File: src/rtl/pipeline_elastic_buf.sv
// Elastic buffer for valid/ready streams: a DEPTH-entry register FIFO.
// in_ready comes from registered occupancy only, so there is no path from out_ready.
module pipeline_elastic_buf #(
    parameter int WIDTH     = 32,
    parameter int DEPTH     = 4,
    parameter int AF_THRESH = DEPTH - 1
) (
    input  logic                       clk,
    input  logic                       rst,
    input  logic                       flush,
    input  logic                       in_valid,
    output logic                       in_ready,
    input  logic [WIDTH-1:0]           data_in,
    output logic                       out_valid,
    input  logic                       out_ready,
    output logic [WIDTH-1:0]           data_out,
    output logic [$clog2(DEPTH+1)-1:0] count,
    output logic                       almost_full
);

    localparam int CW = $clog2(DEPTH + 1);
    localparam int PW = $clog2(DEPTH);
    localparam logic [CW-1:0] FULL_CNT = CW'(DEPTH);
    localparam logic [CW-1:0] AF_CNT   = CW'(AF_THRESH);
    localparam logic [PW-1:0] LAST_PTR = PW'(DEPTH - 1);

    logic [WIDTH-1:0] mem_q [DEPTH];
    logic [PW-1:0]    wr_ptr_q, wr_ptr_d;
    logic [PW-1:0]    rd_ptr_q, rd_ptr_d;
    logic [CW-1:0]    count_q, count_d;
    logic             push, pop;

    assign in_ready    = (count_q != FULL_CNT);
    assign out_valid   = (count_q != '0);
    assign push        = in_valid && in_ready;
    assign pop         = out_valid && out_ready;
    assign data_out    = mem_q[rd_ptr_q];
    assign count       = count_q;
    assign almost_full = (count_q >= AF_CNT);

    // Explicit wrap at DEPTH-1 keeps non-power-of-2 depths correct.
    always_comb begin
        wr_ptr_d = wr_ptr_q;
        rd_ptr_d = rd_ptr_q;
        count_d  = count_q;
        if (flush) begin
            wr_ptr_d = '0;
            rd_ptr_d = '0;
            count_d  = '0;
        end else begin
            if (push) begin
                wr_ptr_d = (wr_ptr_q == LAST_PTR) ? '0 : wr_ptr_q + PW'(1);
            end
            if (pop) begin
                rd_ptr_d = (rd_ptr_q == LAST_PTR) ? '0 : rd_ptr_q + PW'(1);
            end
            if (push && !pop) begin
                count_d = count_q + CW'(1);
            end else if (pop && !push) begin
                count_d = count_q - CW'(1);
            end
        end
    end

    always_ff @(posedge clk or negedge rst) begin
        if (!rst) begin
            wr_ptr_q <= '0;
            rd_ptr_q <= '0;
            count_q  <= '0;
        end else begin
            wr_ptr_q <= wr_ptr_d;
            rd_ptr_q <= rd_ptr_d;
            count_q  <= count_d;
        end
    end

    // A flushed push must not land in storage.
    always_ff @(posedge clk or negedge rst) begin
        if (!rst) begin
            for (int i = 0; i < DEPTH; i++) begin
                mem_q[i] <= '0;
            end
        end else if (push && !flush) begin
            mem_q[wr_ptr_q] <= data_in;
        end
    end

endmodule

File: config.mk
export PLATFORM = sky130hd
export DESIGN_NAME = pipeline_elastic_buf
export DESIGN_NICKNAME = d
export VERILOG_FILES = /design/src/rtl/pipeline_elastic_buf.sv
export SDC_FILE = /design/constraint.sdc
export NUM_CORES = 1
export LEC_CHECK = 0
export BUFFER_PORTS_ARGS = -buffer_cell sky130_fd_sc_hd__buf_2
export CAP_MARGIN = 10
export CORE_AREA = 4 4 122 124
export CTS_CLUSTER_SIZE = 10
export DETAILED_ROUTE_END_ITERATION = 12
export DIE_AREA = 0 0 126 128
export PLACE_DENSITY = 0.7
export SETUP_SLACK_MARGIN = 0.05
export SKIP_CTS_REPAIR_TIMING = 1
export SLEW_MARGIN = 20
export SYNTH_ARGS = -nofsm -noshare
export SYNTH_HDL_FRONTEND = slang
export SYNTH_SLANG_ARGS = --single-unit
File: constraint.sdc
create_clock -name clk -period 2.4 [get_ports clk]
set_input_delay 0 -clock clk [delete_from_list [all_inputs] [get_ports clk]]
set_output_delay 0 -clock clk [all_outputs]
set_load 0.01 [all_outputs]
==> metrics.md, run 1 <==
| Metric | Value |
|---|---|
| Final setup vio count | 0 |
| First drt pass iteration count | 5 |
| Crit path max fanout | 11 |
| Wire per inst | 18.9 µm |
| Fillers | 1063 |
| Largest net degree at the start of global routing | 78 |
| Max-Cap Viols | 0 |
| Yosys cell types | 36 |
| Commonest cells post-synth | dfrtp_1 (135), mux2_4 (120), mux4_2 (32) |
| Async SR Flop Fraction | 100% |
| Top post-synthesis cells by area | dfrtp_1 (50%), mux2_4 (27%), mux4_2 (11%), buf_12 (3.6%), mux2_2 (1.5%) |
| Die area | between 15000 and 20000 µm² |
| Post-DP HPWL | 8.40 mm |
| P&R area growth vs syn | 21.5% |
| Startpoint types | register |
| Area leader, netlist | dfrtp_1 |
| DRC viols | 0 |
| Leak | 4.08 nW |
| Pwr dens | 1210 nW/µm² |
| Unrepaired setup endpoints after global routing | false |
| Root buf cell | clkbuf_16 |
| Worst VDD drop | 0.000534 V |
| Boundary Pins | 75 |
| Via density | 5.28 |
| Sw Pwr | 0.00275 W |
| H-tree Lvls | 4 |
| Syn nets | 415 |
| Clock share of power | 25.3% |
| CP endpoint kind | register |
| Mean Syn Cell Area | 18.1 µm² |
| I/O Buffers | 74 |
| Final TNS setup | 0 ps |
| Gr ovfl total | 0 |
| Die height | around 130 µm |
| Skew-Pair Late Insertion Delay | just over 400 ps |
| Total core area | 13800 µm² |
| Routability Congestion | 0.763 |
| TritonCTS clock tree | done |
| Layout cells sized above 1 | about 58% |
| Count leader, synth | dfrtp_1 |
| Total CTS buffers | 17 |
| Nets | 537 |
| Vias | 3621 |
| Post-synth top flop | dfrtp_1 |
| Max-slew violations | 0 |
| DP Cell Count | between 600 and 700 |
| Vias in the first global route | 3953 |
| Max Root-Sink Buffers | 2 |
| N_diodes | 0 |
| Yosys warns | 0 |
| Yosys reg bits | 135 |
| Crit path time final | 2170 ps |
| WL final | 12.9 mm |
| Post-synth EDFFs | 0 |
| Starting Density | 48.9% |
| Antenna-violating nets left | 0 |
| CP arrival | about 2400 ps |
| Sw Share | between 20 and 30% |
| Clk sinks | 135 |
| Worst-path clk slew | 60 ps |
| Sequential cell area fraction in the yosys report | 50.2% |
| Flop pwr share | 39.2% |
| Relative slew margins | 50.3% |
| Final-report hold violation count | 0 |
| Cell Area, Synth | 6730 µm² |
| Site Rows | 43 |
| Status | finished clean |
| GRT Overall Usage | 17.3% |
| Clock Skew | between 9 and 10 ps |
| Initial antenna violation count | 0 |
| Fin cells | 686 |
| Worst Hold Class | input pin to asynchronous set/reset pin |
| Final period utilization | 90.4% |
| Worst EP required | 2670 ps |
| CP Class | register to register |
| Synth top area share | 50.2% |
| First-pass GRT wire length | 21.5 mm |
| Initial DRC Count | approximately 170 |
| Die X | 126 µm |
| Syn Inst Count | 372 |
| Power Internal | a little over 0.007 W |
| Gate power share | a little over a third |
| Fmax | 461 MHz |
| Worst Tran Pin Value | roughly 740 ps |
cells by family (layout without fill, tap and decap cells):
family	after synthesis	count (layout)	share of synthesized area, %
flip-flops	135	135	50.2
multiplexers	163	163	39.3
adder cells (fa/ha/maj)	6	6	1.23
AND/OR/NAND/NOR	19	19	2.57
buffers and inverters	32	166	4.93
AO/OA/AOI/OAI	17	17	1.79
metal layers:
| metal | vias up | track usage, % | share of wire, % |
|---|---|---|---|
| li1 | 1634 | - | - |
| met2 | 69 | 28.3 | 51 |
| met3 | 7 | 6.21 | 4.0 |
| met4 | 0 | 4.61 | 0.83 |
| met5 | - | 0 | 0 |
| met1 | 1911 | 22.1 | 44 |
layout by cell type (no fill, tap or decap), types with 2 or more instances in the layout:
master and count:
a21oi_1 3, buf_12 7, buf_2 73, buf_4 10, bufinv_16 2, clkbuf_1 4
clkbuf_16 17, clkbuf_8 2, clkinv_2 3, clkinvlp_4 2, dfrtp_1 133, dfrtp_2 2
dlygate4sd3_1 36, ha_1 5, inv_1 7, mux2_2 9, mux2_4 120, mux2i_1 2
mux4_2 32, nand3_4 4, nor2_1 6, o21ai_0 3, o31ai_1 2
power by group through the flow:
stage                     clock [W]  sequential, W  combinational, W
after floorplan                   0        0.00361           0.00277
after global placement            0        0.00383           0.00343
after detailed placement          0        0.00388           0.00351
after CTS                   0.00255        0.00388           0.00352
after global routing        0.00266        0.00400           0.00376
final                       0.00250        0.00387           0.00351
cell type report:
cell class | instances | area [µm²] | area share (%)
Sequential cell | 135 | 3380 | 41.3
Multi-Input combinational cell | 205 | 3020 | 36.9
Tap cell | 180 | 225 | 2.75
Timing Repair Buffer | 127 | 952 | 11.6
Clock inverter | 8 | 98.8 | 1.21
Clock buffer | 23 | 468 | 5.72
Inverter | 8 | 32.5 | 0.398
state kept, by name (all words and copies together), names as in the netlist:
signal / cells
count: 3
wr_ptr_q: 2
mem_q: 128
rd_ptr_q: 2
path summary, 6_finish.rpt:
check	cells after the start	slack (ps)	startpoint	end
setup / recovery	7	230	count[1]$_DFFE_PN0P_	count[2]$_DFFE_PN0P_
hold / removal	2	190	rst	mem_q[53]$_DFFE_PN0P_
setup reg to reg	7	230	count[1]$_DFFE_PN0P_	count[2]$_DFFE_PN0P_
hold reg to reg	1	500	mem_q[121]$_DFFE_PN0P_	mem_q[121]$_DFFE_PN0P_
max in group asynchronous	3	1520	rst	mem_q[0]$_DFFE_PN0P_
min in group clk	3	400	data_in[16]	mem_q[112]$_DFFE_PN0P_
critical path, stage by stage, from the launching register on:
cell      delay [ps]
dfrtp_1          510
nor3b_4          320
inv_4             40
and3_2           200
fa_1             410
and3b_1          220
a311oi_1         260
a211oi_1          80
metrics by stage:
stage                     setup slack (ps)  cell area [µm²]  util (%)  hold WS (ps)  total power [W]
after global placement                 308             7250      52.6          70.8          0.00726
after global routing                  54.2             8180      59.4           268           0.0104
after floorplan                        195             6730         -          -296          0.00638
after CTS                              133             7820      56.7          -354          0.00995
final                                  231             8180      59.4           189          0.00987
after detailed placement               253             7250      52.6          89.8          0.00739
(Power assumes the default switching activity.)
==> run 2, diff against run 1 <==
--- a/config.mk
+++ b/config.mk
@@ -5,14 +5,14 @@
 export SDC_FILE = /design/constraint.sdc
 export NUM_CORES = 1
 export LEC_CHECK = 0
-export BUFFER_PORTS_ARGS = -buffer_cell sky130_fd_sc_hd__buf_2
+export BUFFER_PORTS_ARGS = -buffer_cell sky130_fd_sc_hd__buf_4
 export CAP_MARGIN = 10
-export CORE_AREA = 4 4 122 124
+export CORE_AREA = 2 2 120 122
 export CTS_CLUSTER_SIZE = 10
 export DETAILED_ROUTE_END_ITERATION = 12
-export DIE_AREA = 0 0 126 128
+export DIE_AREA = 0 0 122 124
 export PLACE_DENSITY = 0.7
-export SETUP_SLACK_MARGIN = 0.05
+export SETUP_SLACK_MARGIN = 0.2
 export SKIP_CTS_REPAIR_TIMING = 1
 export SLEW_MARGIN = 20
 export SYNTH_ARGS = -nofsm -noshare
==> run 2 against run 1 <==
  * Final cell count down 0.29%
  * Non-clock buffer count rose by 2
  * Largest cell class unchanged
  * Cell area grew 2.0%
  * Worst setup slack improved by 95 ps
  * Largest power group unchanged
==> metrics.md, run 2 (synthesized netlist as in run 1, its figures left out) <==
| Metric | Value |
|---|---|
| CP Class | register to register |
| Initial antenna violation count | 0 (unchanged) |
| Worst r2r src | count[1]$_DFFE_PN0P_ |
| R2r setup slk | 330 ps (+90 ps) |
| Routability Congestion | 0.760 (-0.51%) |
| Layout Utilization | 60.8% (+1.4 points) |
| DRC viols | 0 (unchanged) |
| Die X | 122 µm (-3.2%) |
| P&R area growth vs syn | 23.9% |
| Max Root-Sink Buffers | 2 (unchanged) |
| First-pass GRT wire length | 21.0 mm (-2.5%) |
| Final setup vio count | 0 (unchanged) |
| Initial DRC Count | 183 (+9.6%) |
| Worst Setup EP | count[2]$_DFFE_PN0P_ |
| N_diodes | 0 (unchanged) |
| Fin worst setup slack | 325 ps (+94.6 ps) |
| Worst-path clk slew | 60 ps (about the same) |
| CP startpoint | count[1]$_DFFE_PN0P_ |
| Worst VDD drop | 0.000621 V (+16%) |
| Leak | 4.13 nW (+1.3%) |
| Gr ovfl total | 0 (unchanged) |
| Worst EP required | 2720 ps (+50 ps) |
| Site Rows | 43 (unchanged) |
| CP endpoint kind | register |
| Wire per inst | 19.2 µm (+1.5%) |
| Status | finished clean |
| Fmax | 482 MHz (+4.6%) |
| Post-DP HPWL | 7.96 mm (-5.3%) |
| I/O Buffers | 74 (unchanged) |
| Max-slew violations | 0 (unchanged) |
| Nets | 539 (+0.37%) |
| Clk sinks | 135 (unchanged) |
| Max-Cap Viols | 0 (unchanged) |
| R2r endpoint | count[2]$_DFFE_PN0P_ |
| Boundary Pins | 75 (unchanged) |
| Final-report hold violation count | 0 (unchanged) |
| Fillers | 1021 (-4.0%) |
| Final period utilization | 86.5% (-3.9 points) |
| Total CTS buffers | 17 (unchanged) |
| Die height | 124 µm (-3.1%) |
| Fin cells | 684 (-0.29%) |
| Max FFs per register | 128 (unchanged) |
| Root buf cell | clkbuf_16 |
| Startpoint types | register |
| H-tree Lvls | 4 (unchanged) |
| Largest net degree at the start of global routing | 66 (-15%) |
| Layout cells sized above 1 | 58.9% (+1.0 points) |
| Starting Density | 49.0% (+0.19 points) |
| Total core area | 13700 µm² (-0.39%) |
| Crit path max fanout | 7 (-4) |
| Skew-Pair Late Insertion Delay | 420 ps (about the same) |
| Die area | 15100 µm² (-6.2%) |
| Pwr dens | 1210 nW/µm² (about the same) |
| Worst Hold Class | input pin to asynchronous set/reset pin |
| WL final | 13.1 mm (+1.2%) |
| Highest-count cells in the layout ignoring fill and taps | dfrtp_1 (131), mux2_4 (120), buf_4 (85), dlygate4sd3_1 (36), mux4_2 (32) |
| Commonest non-fill, non-tap cell in the layout | dfrtp_1 |
| TritonCTS clock tree | done |
| GRT Overall Usage | 18.4% (+1.1 points) |
| Largest Register | mem_q |
| CP arrival | 2390 ps (-50 ps) |
| Worst Tran Pin Value | 607 ps (-138 ps) |
| Worst slack at placement | 260 ps (+7.52 ps) |
| Reg2reg path depth | 7 (unchanged) |
| Relative slew margins | 59.6% (+9.2 points) |
| Unrepaired setup endpoints after global routing | false |
| Clock Skew | 8.37 ps (-1.28 ps) |
| First drt pass iteration count | 4 (-1) |
| DP Cell Count | 617 (-0.32%) |
| Vias in the first global route | 3838 (-2.9%) |
| Crit path time final | 2070 ps (-94.5 ps) |
| Antenna-violating nets left | 0 (unchanged) |
| Via density | 5.31 (+0.57%) |
| Vias | 3631 (+0.28%) |
| Final TNS setup | 0 ps (unchanged) |
[run 2: changes by cell type in the layout (fill, tap and decap cells not counted), sizes merged]
cell      delta
buf          +2
clkbuf       -2
clkinvlp     -2
bufinv       -1
clkinv       +1
[run 2: report_power, final]
part	total, W	switching [W]	internal, W
clock network	0.00234	0.000905	0.00144
logic	0.00386	0.00125	0.00261
registers	0.00387	0.000625	0.00324
total	0.0101	0.00278	0.00729
[run 2: metrics by stage]
stage / total power, W / hold WS, ps / cell area, µm²
after floorplan: 0.00638 / -296 / 6730
after global placement: 0.00752 / 26.3 / 7420
after detailed placement: 0.00764 / 39.1 / 7420
after CTS: 0.0100 / -406 / 7930
after global routing: 0.0106 / 185 / 8340
final: 0.0101 / 148 / 8340
[run 2: worst min path at each step]
stage                     cells past startpoint  slack, ps                     end
final                                         2        150   mem_q[52]$_DFFE_PN0P_
after global placement                        1         30  mem_q[116]$_DFFE_PN0P_
after detailed placement                      1         40   mem_q[84]$_DFFE_PN0P_
after global routing                          2        190   mem_q[84]$_DFFE_PN0P_
after CTS                                     1       -410   mem_q[52]$_DFFE_PN0P_
after floorplan                               0       -300    count[0]$_DFFE_PN0P_
[run 2: metal layers]
layer  track usage [%]  part of all wire [%]  vias to the layer above  wire (µm)
met3              6.09                   3.9                       16        506
met2              28.0                    48                       71       6240
met5                 0                     0                        -          0
met1              25.2                    47                     1924       6180
li1                  -                     -                     1620          -
met4              5.82                   1.3                        0        173
[run 2: critical path, stage by stage, from the launching register on]
cell and delay (ps):
dfrtp_2 460, nor3b_4 290, inv_4 40, and3_2 200, fa_2 360, and3b_1 220, a21o_1 150, a211oi_1 240
[run 2: cell type report]
type                       count  area [µm²]  share of cell area, %
tap                          180         225                   2.70
inverter                       8        32.5                  0.390
clock buffer                  21         460                   5.52
multi-input combinational    205        3030                   36.3
sequential                   135        3390                   40.6
clock inverter                 6        55.1                  0.660
timing repair buffer         129        1150                   13.8
==> run 3, diff against run 2 <==
--- a/config.mk
+++ b/config.mk
@@ -11,6 +11,7 @@
 export CTS_CLUSTER_SIZE = 10
 export DETAILED_ROUTE_END_ITERATION = 12
 export DIE_AREA = 0 0 122 124
+export GPL_TIMING_DRIVEN = 0
 export PLACE_DENSITY = 0.7
 export SETUP_SLACK_MARGIN = 0.2
 export SKIP_CTS_REPAIR_TIMING = 1
==> run 3 against run 2 <==
  * Cell area grew 2.5%
  * Highest routed layer unchanged
  * Combinational power grew 3%
  * Clock power grew 18%
==> metrics.md, run 3 (synthesized netlist as in run 1, its figures left out) <==
| Metric | Value |
|---|---|
| Status | finished clean |
| Relative slew margins | 62.1% (+2.5 points) |
| Final Cell Area | 8550 µm² (+2.5%) |
| Max-slew violations | 0 (unchanged) |
| CP Class | register to register |
| Startpoint types | register |
| Vias in the first global route | 3911 (+1.9%) |
| CP endpoint kind | register |
| GRT Overall Usage | 19.4% (+1.0 points) |
| Worst VDD drop | 0.000670 V (+7.9%) |
| Fmax | 455 MHz (-5.7%) |
| P&R area growth vs syn | 27.0% |
| Clk sinks | 135 (unchanged) |
| Multi-input gate area | 3030 µm² (+0.17%) |
| Initial antenna violation count | 0 (unchanged) |
| Routability Congestion | 0.713 (-6.1%) |
| Placed inst area | 7530 µm² (+1.6%) |
| Leak | 4.24 nW (+2.5%) |
| Slowest CP cell | dfrtp_1 |
| Fin cells | 693 (+1.3%) |
| Die area | 15100 µm² (unchanged) |
| Boundary Pins | 75 (unchanged) |
| Nets | 544 (+0.93%) |
| Max FFs per register | 128 (unchanged) |
| Post-DP HPWL | 8.48 mm (+6.4%) |
| TritonCTS clock tree | done |
| DRC viols | 0 (unchanged) |
| Total CTS buffers | 17 (unchanged) |
| Via density | 5.24 (-1.3%) |
| Die height | 124 µm (unchanged) |
| Gr ovfl total | 0 (unchanged) |
| WL final | 13.5 mm (+3.3%) |
| Total core area | 13700 µm² (unchanged) |
| Reg2reg path depth | 8 (+1) |
| Starting Density | 49.0% (unchanged) |
| Skew-Pair Late Insertion Delay | 420 ps (about the same) |
| Die X | 122 µm (unchanged) |
| Root buf cell | clkbuf_16 |
| Layout Utilization | 62.3% (+1.5 points) |
| Site Rows | 43 (unchanged) |
| Unrepaired setup endpoints after global routing | true |
| Final period utilization | 91.7% (+5.2 points) |
| Clock Skew | 9.92 ps (+1.56 ps) |
| Final TNS setup | 0 ps (unchanged) |
| First drt pass iteration count | 4 (unchanged) |
| Initial DRC Count | 181 (-1.1%) |
| Commonest non-fill, non-tap cell in the layout | dfrtp_1 |
| Crit path max fanout | 10 (+3) |
| Max-Cap Viols | 0 (unchanged) |
| Fillers | 1007 (-1.4%) |
| Wire per inst | 19.5 µm (+2.0%) |
| Slowest stage delay, CP | 380 ps (-80 ps) |
| N_diodes | 0 (unchanged) |
| Worst Tran Pin Value | 564 ps (-42.3 ps) |
| Flip-flop and latch area | 3380 µm² (-0.18%) |
| Worst Hold Class | input pin to asynchronous set/reset pin |
| Crit-path cells | buf_4 > nor3b_4 > inv_4 > and3_2 > fa_2 > and3b_1 > a21o_1 > a211oi_2 |
| Vias | 3631 (unchanged) |
| Pwr dens | 1230 nW/µm² (+1.6%) |
| R2r setup slk | 200 ps (-130 ps) |
| Final setup vio count | 0 (unchanged) |
| Layout cells sized above 1 | 59.3% (+0.33 points) |
| Largest Register | mem_q |
| CP arrival | 2520 ps (+130 ps) |
| Largest net degree at the start of global routing | 70 (+6.1%) |
| Worst EP required | 2720 ps (about the same) |
| Final-report hold violation count | 0 (unchanged) |
| Max Root-Sink Buffers | 2 (unchanged) |
| I/O Buffers | 72 (-2.7%) |
| Crit path time final | 2200 ps (+125 ps) |
| First-pass GRT wire length | 21.9 mm (+4.6%) |
| Worst-path clk slew | 60 ps (about the same) |
| Antenna-violating nets left | 0 (unchanged) |
| Highest-count cells in the layout ignoring fill and taps | dfrtp_1 (134), mux2_4 (120), buf_4 (77), dlygate4sd3_1 (36), mux4_2 (32) |
| DP Cell Count | 625 (+1.3%) |
| H-tree Lvls | 4 (unchanged) |
==> run 3: changes by cell type in the layout (fill, tap and decap cells not counted), sizes merged <==
cell	delta
bufinv	+3
clkbuf	+2
clkinvlp	+4
clkinv	-1
buf	+1
==> run 3: metal layers <==
metal | global-route usage (%) | wire [µm] | share of wire (%) | vias to the layer above
met1 | 26.4 | 6320 | 47 | 1923
met2 | 31.0 | 6650 | 49 | 65
met3 | 5.63 | 468 | 3.5 | 9
met4 | 4.81 | 110 | 0.81 | 0
met5 | 0 | 0 | 0 | -
li1 | - | - | - | 1634
==> run 3: cell type report <==
class | count | share of cell area, %
Multi-Input combinational cell | 205 | 35.5
Sequential cell | 135 | 39.5
Timing Repair Buffer | 110 | 11.0
Clock buffer | 19 | 5.18
Inverter | 8 | 0.381
Buffer | 24 | 3.67
Tap cell | 180 | 2.63
Clock inverter | 12 | 2.08
==> run 3: stage by stage <==
stage / total power, W / hold WS [ps] / worst slack, ps
3_3_place_gp: 0.00752 / 259 / 164
3_5_place_dp: 0.00768 / -13.4 / 114
6_report: 0.0105 / 130 / 200
2_1_floorplan: 0.00638 / -296 / 206
4_1_cts: 0.0105 / -454 / 111
5_1_grt: 0.0110 / 166 / 96.9
==> run 3: power breakdown <==
part,switching [W],internal [W]
clock,0.000987,0.00176
sequential,0.000538,0.00324
combinational,0.00136,0.00261
total,0.00288,0.00760
==> run 3: path summary, 6_finish.rpt <==
path                                               end             startpoint
min in group clk                mem_q[101]$_DFFE_PN0P_             data_in[5]
worst min register to register   mem_q[32]$_DFFE_PN0P_  mem_q[32]$_DFFE_PN0P_
max in group asynchronous        mem_q[68]$_DFFE_PN0P_                    rst
worst max register to register    count[2]$_DFFE_PN0P_   count[1]$_DFFE_PN0P_
worst min-delay path             mem_q[84]$_DFFE_PN0P_                    rst
worst max-delay path              count[2]$_DFFE_PN0P_   count[1]$_DFFE_PN0P_
==> run 3: worst max-delay path: cells and delay by family, from the launching register on <==
kind / cells / cell delay (ps)
simple gates: 3 / 690
flops: 1 / 380
compound gates: 2 / 380
fa+ha+maj: 1 / 360
buf+inv: 2 / 290
